===== config.mk =====
export PLATFORM = sky130hd
export DESIGN_NAME = matrix_uart_host
export DESIGN_NICKNAME = d
export VERILOG_FILES = /design/src/rtl/matrix_uart_host.sv
export SDC_FILE = /design/constraint.sdc
export NUM_CORES = 2
export LEC_CHECK = 0
export BUFFER_PORTS_ARGS = -buffer_cell sky130_fd_sc_hd__clkbuf_2
export CAP_MARGIN = 15
export CORE_MARGIN = 4
export CORE_UTILIZATION = 65
export CTS_BUF_LIST = sky130_fd_sc_hd__clkbuf_8
export DETAILED_ROUTE_END_ITERATION = 10
export HOLD_SLACK_MARGIN = 0.12
export PLACE_DENSITY = 0.81
export SYNTH_ARGS = -nofsm -noshare
export SYNTH_HDL_FRONTEND = slang
export SYNTH_SLANG_ARGS = --single-unit

===== constraint.sdc =====
create_clock -name clk -period 6 [get_ports clk]
set_input_delay 0.6 -clock clk [delete_from_list [all_inputs] [get_ports clk]]
set_output_delay 0.6 -clock clk [all_outputs]
set_load 0.01 [all_outputs]

===== src/rtl/matrix_uart_host.sv =====
// matrix_uart_host
// Host-side initiator for the UART matrix-multiply link. Sends a job frame
// (size byte N, then A and B row-major, N*N bytes each) one byte at a time
// through a UART transmitter. It then collects 2*N*N result bytes, high byte
// first, and rebuilds the 16-bit row-major result matrix for local readback.
// Ports:
//   clk, rst                 clock and synchronous active-high reset
//   start, size              launch a job of N = size (pulse)
//   mat_wr_*                 operand load port (ignored while busy)
//   res_rd_addr/res_rd_data  result readback, 1-cycle registered latency
//   tx_byte, tx_start, tx_busy   byte transmitter handshake
//   rx_byte, rx_done         byte receiver (rising edge of rx_done = new byte)
//   busy, done, err, err_code    job status (err_code: 1 bad size, 2 rx timeout)
module matrix_uart_host #(
    parameter int MAX_SIZE   = 10,
    parameter int TX_GAP     = 12500,
    parameter int RX_TIMEOUT = 2000000,
    parameter int AW         = $clog2(MAX_SIZE * MAX_SIZE)
) (
    input  logic          clk,
    input  logic          rst,
    input  logic          start,
    input  logic [7:0]    size,
    input  logic          mat_wr_en,
    input  logic          mat_wr_sel,
    input  logic [AW-1:0] mat_wr_addr,
    input  logic [7:0]    mat_wr_data,
    input  logic [AW-1:0] res_rd_addr,
    output logic [15:0]   res_rd_data,
    output logic [7:0]    tx_byte,
    output logic          tx_start,
    input  logic          tx_busy,
    input  logic [7:0]    rx_byte,
    input  logic          rx_done,
    output logic          busy,
    output logic          done,
    output logic          err,
    output logic [1:0]    err_code
);
    localparam int DEPTH = MAX_SIZE * MAX_SIZE;
    localparam int CW    = AW + 1;
    localparam int GW    = $clog2(TX_GAP + 1);
    localparam int TW    = $clog2(RX_TIMEOUT + 1);
    localparam logic [7:0] MAX_N = 8'(MAX_SIZE);

    typedef enum logic [2:0] {
        S_IDLE, S_TX_REQ, S_TX_WAIT, S_TX_GAP, S_RECV_HI, S_RECV_LO
    } state_t;

    state_t         state_r, state_s;
    logic [7:0]     mem_a [DEPTH];
    logic [7:0]     mem_b [DEPTH];
    logic [15:0]    res_mem [DEPTH];
    logic [7:0]     nn_r, nn_s;
    logic [CW-1:0]  byte_cnt_r, byte_cnt_s, word_idx_r, word_idx_s, nxt_idx_s;
    logic [GW-1:0]  gap_cnt_r, gap_cnt_s;
    logic [TW-1:0]  tmo_cnt_r, tmo_cnt_s;
    logic [7:0]     hi_r, hi_s, tx_byte_s, nxt_data_s;
    logic           tx_start_s, busy_s, done_s, err_s, res_we_s;
    logic [1:0]     err_code_s;
    logic           busy_meta_r, busy_sync_r, rx_done_q_r, rx_edge_s;
    logic           last_byte_s, last_word_s, tmo_hit_s;

    // tx_busy comes from the slow UART domain: two-flop synchroniser; rx_done edge detector
    always_ff @(posedge clk) begin
        if (rst) begin
            busy_meta_r <= 1'b0;
            busy_sync_r <= 1'b0;
            rx_done_q_r <= 1'b0;
        end else begin
            busy_meta_r <= tx_busy;
            busy_sync_r <= busy_meta_r;
            rx_done_q_r <= rx_done;
        end
    end

    assign rx_edge_s   = rx_done & ~rx_done_q_r;
    assign last_byte_s = (byte_cnt_r == CW'({nn_r, 1'b0}));
    assign last_word_s = (word_idx_r == (CW'(nn_r) - CW'(1)));
    assign tmo_hit_s   = (tmo_cnt_r == TW'(RX_TIMEOUT - 1));

    // Frame byte that follows byte_cnt_r: index 0 is the size byte, 1..NN is A, then B
    always_comb begin
        nxt_idx_s = byte_cnt_r + CW'(1);
        if (nxt_idx_s <= CW'(nn_r)) begin
            nxt_data_s = mem_a[AW'(nxt_idx_s - CW'(1))];
        end else begin
            nxt_data_s = mem_b[AW'(nxt_idx_s - CW'(1) - CW'(nn_r))];
        end
    end

    // Next-state and next-output logic of the job sequencer
    always_comb begin
        state_s    = state_r;
        nn_s       = nn_r;
        byte_cnt_s = byte_cnt_r;
        word_idx_s = word_idx_r;
        gap_cnt_s  = gap_cnt_r;
        tmo_cnt_s  = tmo_cnt_r;
        hi_s       = hi_r;
        tx_byte_s  = tx_byte;
        tx_start_s = tx_start;
        busy_s     = busy;
        done_s     = 1'b0;
        err_s      = err;
        err_code_s = err_code;
        res_we_s   = 1'b0;
        case (state_r)
            S_IDLE: begin
                if (start) begin
                    if ((size < 8'd2) || (size > MAX_N)) begin
                        err_s      = 1'b1;
                        err_code_s = 2'd1;
                    end else begin
                        nn_s       = 8'(size * size);
                        byte_cnt_s = {CW{1'b0}};
                        word_idx_s = {CW{1'b0}};
                        tx_byte_s  = size;
                        tx_start_s = 1'b1;
                        busy_s     = 1'b1;
                        err_s      = 1'b0;
                        err_code_s = 2'd0;
                        state_s    = S_TX_REQ;
                    end
                end else begin
                    state_s = S_IDLE;
                end
            end
            S_TX_REQ: begin
                // keep requesting until the transmitter has taken the byte
                if (busy_sync_r) begin
                    tx_start_s = 1'b0;
                    state_s    = S_TX_WAIT;
                end else begin
                    tx_start_s = 1'b1;
                end
            end
            S_TX_WAIT: begin
                if (!busy_sync_r) begin
                    gap_cnt_s = {GW{1'b0}};
                    state_s   = S_TX_GAP;
                end else begin
                    state_s = S_TX_WAIT;
                end
            end
            S_TX_GAP: begin
                if (gap_cnt_r == GW'(TX_GAP - 1)) begin
                    if (last_byte_s) begin
                        tmo_cnt_s = {TW{1'b0}};
                        state_s   = S_RECV_HI;
                    end else begin
                        byte_cnt_s = nxt_idx_s;
                        tx_byte_s  = nxt_data_s;
                        tx_start_s = 1'b1;
                        state_s    = S_TX_REQ;
                    end
                end else begin
                    gap_cnt_s = gap_cnt_r + GW'(1);
                end
            end
            S_RECV_HI, S_RECV_LO: begin
                if (rx_edge_s) begin
                    tmo_cnt_s = {TW{1'b0}};
                    if (state_r == S_RECV_HI) begin
                        hi_s    = rx_byte;
                        state_s = S_RECV_LO;
                    end else begin
                        res_we_s   = 1'b1;
                        word_idx_s = word_idx_r + CW'(1);
                        if (last_word_s) begin
                            done_s  = 1'b1;
                            busy_s  = 1'b0;
                            state_s = S_IDLE;
                        end else begin
                            state_s = S_RECV_HI;
                        end
                    end
                end else if (tmo_hit_s) begin
                    // abort passes through the error condition straight back to idle
                    err_s      = 1'b1;
                    err_code_s = 2'd2;
                    busy_s     = 1'b0;
                    state_s    = S_IDLE;
                end else begin
                    tmo_cnt_s = tmo_cnt_r + TW'(1);
                end
            end
            default: begin
                state_s = S_IDLE;
            end
        endcase
    end

    // Sequencer state, counters and registered status outputs
    always_ff @(posedge clk) begin
        if (rst) begin
            state_r    <= S_IDLE;
            nn_r       <= 8'd0;
            byte_cnt_r <= {CW{1'b0}};
            word_idx_r <= {CW{1'b0}};
            gap_cnt_r  <= {GW{1'b0}};
            tmo_cnt_r  <= {TW{1'b0}};
            hi_r       <= 8'd0;
            tx_byte    <= 8'd0;
            tx_start   <= 1'b0;
            busy       <= 1'b0;
            done       <= 1'b0;
            err        <= 1'b0;
            err_code   <= 2'd0;
        end else begin
            state_r    <= state_s;
            nn_r       <= nn_s;
            byte_cnt_r <= byte_cnt_s;
            word_idx_r <= word_idx_s;
            gap_cnt_r  <= gap_cnt_s;
            tmo_cnt_r  <= tmo_cnt_s;
            hi_r       <= hi_s;
            tx_byte    <= tx_byte_s;
            tx_start   <= tx_start_s;
            busy       <= busy_s;
            done       <= done_s;
            err        <= err_s;
            err_code   <= err_code_s;
        end
    end

    // Operand and result storage (contents deliberately not reset)
    always_ff @(posedge clk) begin
        if (mat_wr_en && !busy && (int'(mat_wr_addr) < DEPTH)) begin
            if (mat_wr_sel) begin
                mem_b[mat_wr_addr] <= mat_wr_data;
            end else begin
                mem_a[mat_wr_addr] <= mat_wr_data;
            end
        end
        if (res_we_s && !rst) begin
            res_mem[word_idx_r[AW-1:0]] <= {hi_r, rx_byte};
        end
    end

    // Registered result readback; out-of-range addresses read as zero
    always_ff @(posedge clk) begin
        if (rst) begin
            res_rd_data <= 16'd0;
        end else if (int'(res_rd_addr) < DEPTH) begin
            res_rd_data <= res_mem[res_rd_addr];
        end else begin
            res_rd_data <= 16'd0;
        end
    end
endmodule


Word level (Yosys, flattened, before mapping) --
Memory sizes are Yosys's and may differ from the RTL's. A register that Yosys moved wholly into a read port is not among the register bits. Cells that the tools add are included.
Cells by class: add/sub/neg operators 7, multipliers 1, order comparisons 5, equality and inequality tests 26, multiplexer cells 66, bitwise operators 6, reduce and logical (&&, ||, !) cells 25
Operators by type and width (count):
- 8-bit two-way mux | 11
- 21-bit two-way mux | 4
- 8-bit case mux with 2 select lines | 3
- 21-bit case mux with 2 select lines | 1
- 14-bit two-way mux | 2
- 14-bit case mux with 2 select lines | 1
- 1-bit two-way mux | 27
- 3-bit two-way mux | 9
- 2-bit != test (second input constant) | 12
- 21-bit by 1-bit adder with 21-bit output (second input constant) | 1
- 21-bit == test (second input constant) | 1
- 8-bit by 1-bit adder with 8-bit output (second input constant) | 2
- 8-bit == test | 2
- 3-bit != test (second input constant) | 5
- 3-bit case mux with 5 select lines | 1
- 5-bit AND reduction | 3
- 14-bit by 1-bit adder with 14-bit output (second input constant) | 1
- 14-bit == test (second input constant) | 1
- 7-bit less-than comparator (second input constant) | 2
- 4-bit AND reduction | 3
- 3-bit AND reduction | 3
- 8-bit by 4-bit > comparator with 1-bit output (second input constant) | 1
- 8-bit less-or-equal comparator | 1
- 8-bit by 2-bit less-than comparator with 1-bit output (second input constant) | 1
- other kinds (22) | 38
Word-level totals: bits in registers 87, RAM bits 3200, output and inout bits 30, word-level logic and storage cells 155, memories 3
Memories:
- res_mem | depth 100, bits a word 16, read ports 1, clocked after Yosys merged registers in 1, wr ports 1, line 53 | logic [15:0] res_mem [DEPTH];
- mem_a | depth 100, bits a word 8, read ports 1, clocked after Yosys merged registers in 0, wr ports 1, line 51 | logic [7:0] mem_a [DEPTH];
- mem_b | depth 100, bits a word 8, read ports 1, clocked after Yosys merged registers in 0, wr ports 1, line 52 | logic [7:0] mem_b [DEPTH];

Longest topological paths before layout --
An unclocked memory read counts as a cell.
depth in word-level cells 8, depth in mapped cells 20

Worst setup path before layout --
OpenSTA, ideal clock, no wires.
path kind flip-flop to flip-flop, start point register byte_cnt_r[0], end point register tx_byte[7], library setup time 0.117 ns, arrival 4.221 ns, required time 5.883 ns, slack 1.661 ns, stages on the path, launching flop included 19, cell sequence dfxtp_1 > ha_1 > buf_2 > xor2_1 > xnor2_2 > clkinv_1 > buf_2 > clkbuf_1 > ha_1 > clkbuf_1 > nand2b_1 > a21oi_1 > xnor2_1 > clkbuf_1 > clkbuf_1 > nand3_1 > a311oi_1 > o21ai_0 > a32o_1
On the way: longest elaborated chain between the ends 8
Ends and longest elaborated chain:
- from (decl) | line 55 | logic [CW-1:0] byte_cnt_r, byte_cnt_s, word_idx_r, word_idx_s, nxt_idx_s;
- from (signal assigned) | line 199 | byte_cnt_r <= {CW{1'b0}};
- from (signal assigned) | line 213 | byte_cnt_r <= byte_cnt_s;
- 8-bit by 1-bit adder with 8-bit output | line 84 | nxt_idx_s = byte_cnt_r + CW'(1);
- 7-bit by 1-bit subtractor with 7-bit output | line 86, 88
- 7-bit subtractor | line 88 | nxt_data_s = mem_b[AW'(nxt_idx_s - CW'(1) - CW'(nn_r))];
- memory read 100 x 8 bit
- 8-bit two-way mux | line 85 | if (nxt_idx_s <= CW'(nn_r)) begin
- 8-bit two-way mux | line 148 | if (last_byte_s) begin
- 8-bit two-way mux | line 147 | if (gap_cnt_r == GW'(TX_GAP - 1)) begin
- 8-bit case mux with 2 select lines | line 108 | case (state_r)
- to (signal assigned) | line 218 | tx_byte <= tx_byte_s;
- to (decl) | line 30 | output logic [7:0] tx_byte,
Several ways; a longest one is shown, not always the timed one. The select of a mux whose other input is x is not followed. A chain may end at the register's enable or synchronous reset.

Worst setup path after layout --
start point register byte_cnt_r[1], end point register tx_byte[2]
Same word-level chain as after synthesis.

==> impl_metrics.ini <==
[status]
outcome = completed

[routing]
vias_per_cell = 6.77
ant_nets = 0
first_pass_iters = 8
vias = 64946
dr.first_iter.drc_count = 9402
drc = 0
post_drt_wl_per_cell_microns = 31.2
wirelength_mm = 300

[synthesis]
synth_seq_cells = 3302
yosys.area.top_type = edfxtp_1
synth_top_area_frac = 0.744
ys_top_cells_by_area = edfxtp_1 (74%), mux4_2 (16%), dfxtp_1 (1.6%), nor2_1 (1.3%), nand2_1 (1.0%)
synth_edf_count = 3200
ys_types = 71
syn_nets = 6192
async_flop_share = 0
yosysSeqAreaShare = 0.760
synth-main-ff-cell = edfxtp_1
yosys_warnings = 0
syn_area_per_cell_sq_um = 21.2
syn_area_sq_um = 129000
syn_inst = 6107

[placement]
pre_cts_ws_ns = 0.974
portBuffers = 74
place_congestion = 0.884
hpwl_mm = 179

[timing]
finalHoldViolCount = 0
worstMarginPinSlew_ns = 1.28
fin_ws_ns = 0.772
maxSlewViolCount = 0
fmax_ghz = 0.191
holdWs_ns = 0.201
setup_viol = 0
tns_ns = 0
rsz0062_at_grt = false
post-route-period-util = 0.871
relSlewSlack = 0.142
fin_crit_ns = 5.23
clock_skew_ns = 0.0637

[clock_network]
clock-root-buffer = clkbuf_8
worstSkewPairLatency_ns = 1.12
cts_buffers = 496
htree_levels = 5
tritoncts = done
cts_buffer_depth = 4
clk_pin_slew_worst_paths_ns = 0.07
clock_sinks = 3302

[critical_path]
cp_max_fo = 14
critPathLaunchType = register
worst_ep_arrival_time_ns = 6.21
ff2ff_path_depth = 16
criticalPathCategory = register to register
crit_start = byte_cnt_r[1]
worstPathRequired_ns = 6.99
worstSetupEndpointType = register
worst_r2r_startpoint = byte_cnt_r[1]

[power_and_ir_drop]
total_leakage_power_nw = 47.1
power_density_nw_per_um2 = 314
peakVddDrop_mv = 0.274

[grt]
grt_pass1_vias = 65597
grt_pass1_wl_mm = 443
grtUsageTotal = 0.296
antenna_found_initial = 10
gr-total-overflow = 0
grt_max_degree = 143

[floorplan]
pin_count = 75
die-area_sq_um = 206000
core-area_sq_um = 197000
die_w_microns = 454
rows = 163
initial_core_util = 0.654
die-height_microns = 454

[cells_and_area]
final_nets = 6640
drive_gt1_frac = 0.268
syn_to_final_growth_pct = 10.3

[worst_hold_path]
min_path_cells = 1
min_path_type = primary input to register
hp-start = rx_byte[0]

[flow_run]
max_cap_violations = 0
cell families after synthesis:
kind of cell | synth area share
AO/OA/AOI/OAI | 0.0121
XOR/XNOR | 0.00540
adder cells (fa/ha/maj) | 0.00440
buffers and inverters | 0.0126
flip-flops | 0.760
multiplexers | 0.172
AND/OR/NAND/NOR | 0.0338
through the flow:
step / std cells / total power (W) / area (sq um) / utilization
finish: 9594 / 0.0447 / 143000 / 0.722
global route: 9589 / 0.0462 / 142000 / 0.722
CTS: 9581 / 0.0449 / 142000 / 0.722
detailed placement: 8684 / 0.0284 / 133000 / 0.676
global placement: 8684 / 0.0283 / 133000 / 0.676
floorplan: 6107 / 0.0273 / 129000 / -
cell usage after synthesis, types with 5 or more instances:
library cell	count
and2_1	9
nand2_1	356
xnor2_1	37
nor2_1	440
a32oi_1	5
o21ai_0	53
a21oi_1	57
nand2b_1	10
a311oi_1	19
o211ai_1	15
dfxtp_1	102
nor2b_1	19
edfxtp_1	3200
mux2i_1	122
or2_2	5
nor3_1	21
xnor2_2	5
a311o_1	7
buf_1	32
or3_1	10
nand4_1	10
a211oi_1	6
fa_1	9
mux4_2	932
buf_4	17
a31oi_1	24
ha_1	31
nor4_1	6
xor2_1	29
buf_2	107
nand3_1	60
a22oi_1	6
and3_1	46
nor3b_1	6
clkbuf_1	185
inv_1	37
a21o_1	6
layout make-up:
type | count | area (sq um)
flip-flops and latches | 3302 | 98200
fillers | 10726 | 54900
multi-input cells | 2425 | 29500
clock buffers | 509 | 7010
well taps | 2640 | 3300
repair buffers | 292 | 2380
clock inverters | 376 | 1930
inverters | 38 | 143
diodes | 12 | 30.0
flip-flops by register name, summed over array words and instances (netlist names), 2 cells and up:
signal / cells
mem_b: 800
nn_r: 7
res_mem: 1600
word_idx_r: 8
res_rd_data: 16
hi_r: 8
state_r: 3
byte_cnt_r: 8
gap_cnt_r: 14
tmo_cnt_r: 21
tx_byte: 8
mem_a: 800
err_code: 2
per-layer routing:
metal	track usage	part of all wire	up-vias
met5	0	0.00019	-
met4	0.119	0.044	6
met3	0.0564	0.10	784
met2	0.475	0.50	4594
met1	0.412	0.35	33394
li1	-	-	26168
critical path: stages, from the launching register on:
cell,delay (ns)
dfxtp_1,0.64
ha_1,0.45
and3_1,0.31
xnor2_1,0.26
nand4b_1,0.23
xnor2_2,0.26
inv_1,0.06
buf_4,0.22
ha_1,0.40
nand2b_1,0.14
o211ai_1,0.14
nor2_2,0.49
a311oi_1,0.11
a211oi_1,0.36
a211oi_1,0.14
or4_1,0.64
and3_1,0.24
cells in the final DEF (no fill, tap or decap), types with 11 or more instances in the layout:
cell and instances:
edfxtp_1 3200, mux4_2 932, clkbuf_8 509, nor2_1 439, nand2_1 355, inv_1 207, buf_4 195, mux2i_1 122
clkinv_1 111, dfxtp_1 93, clkinv_2 69, nand3_1 60, a21oi_1 57, clkbuf_2 54, o21ai_0 53, and3_1 46
xnor2_1 34, xor2_1 28, ha_1 28, a31oi_1 24, nor3_1 20, nor2b_1 19, a311oi_1 19, buf_12 19
o211ai_1 15, bufinv_16 15, diode_2 12, dlygate4sd3_1 12, clkinvlp_4 11
report_power, final:
| part | switching [W] | leakage (nW) | internal [W] |
|---|---|---|---|
| Clock | 0.00831 | 5.22 | 0.00847 |
| Combinational | 0.00163 | 11.0 | 0.00106 |
| Sequential | 0.0000426 | 30.9 | 0.0252 |
| Total | 0.00998 | 47.1 | 0.0347 |
path summary, 6_finish.rpt:
path,slack (ns),end
max reg2reg,0.77,tx_byte[2]
max,0.77,tx_byte[2]
min reg2reg,0.45,busy_sync_r
min,0.20,res_mem[40][0]
what timing repair did:
action	CTS	global route
hold buffers	12	0
endpoints found under the setup margin	0	0
hold endpoints to repair	469	0
gates resized for setup	0	0
setup buffers	0	0
(Power assumes the default switching activity.)
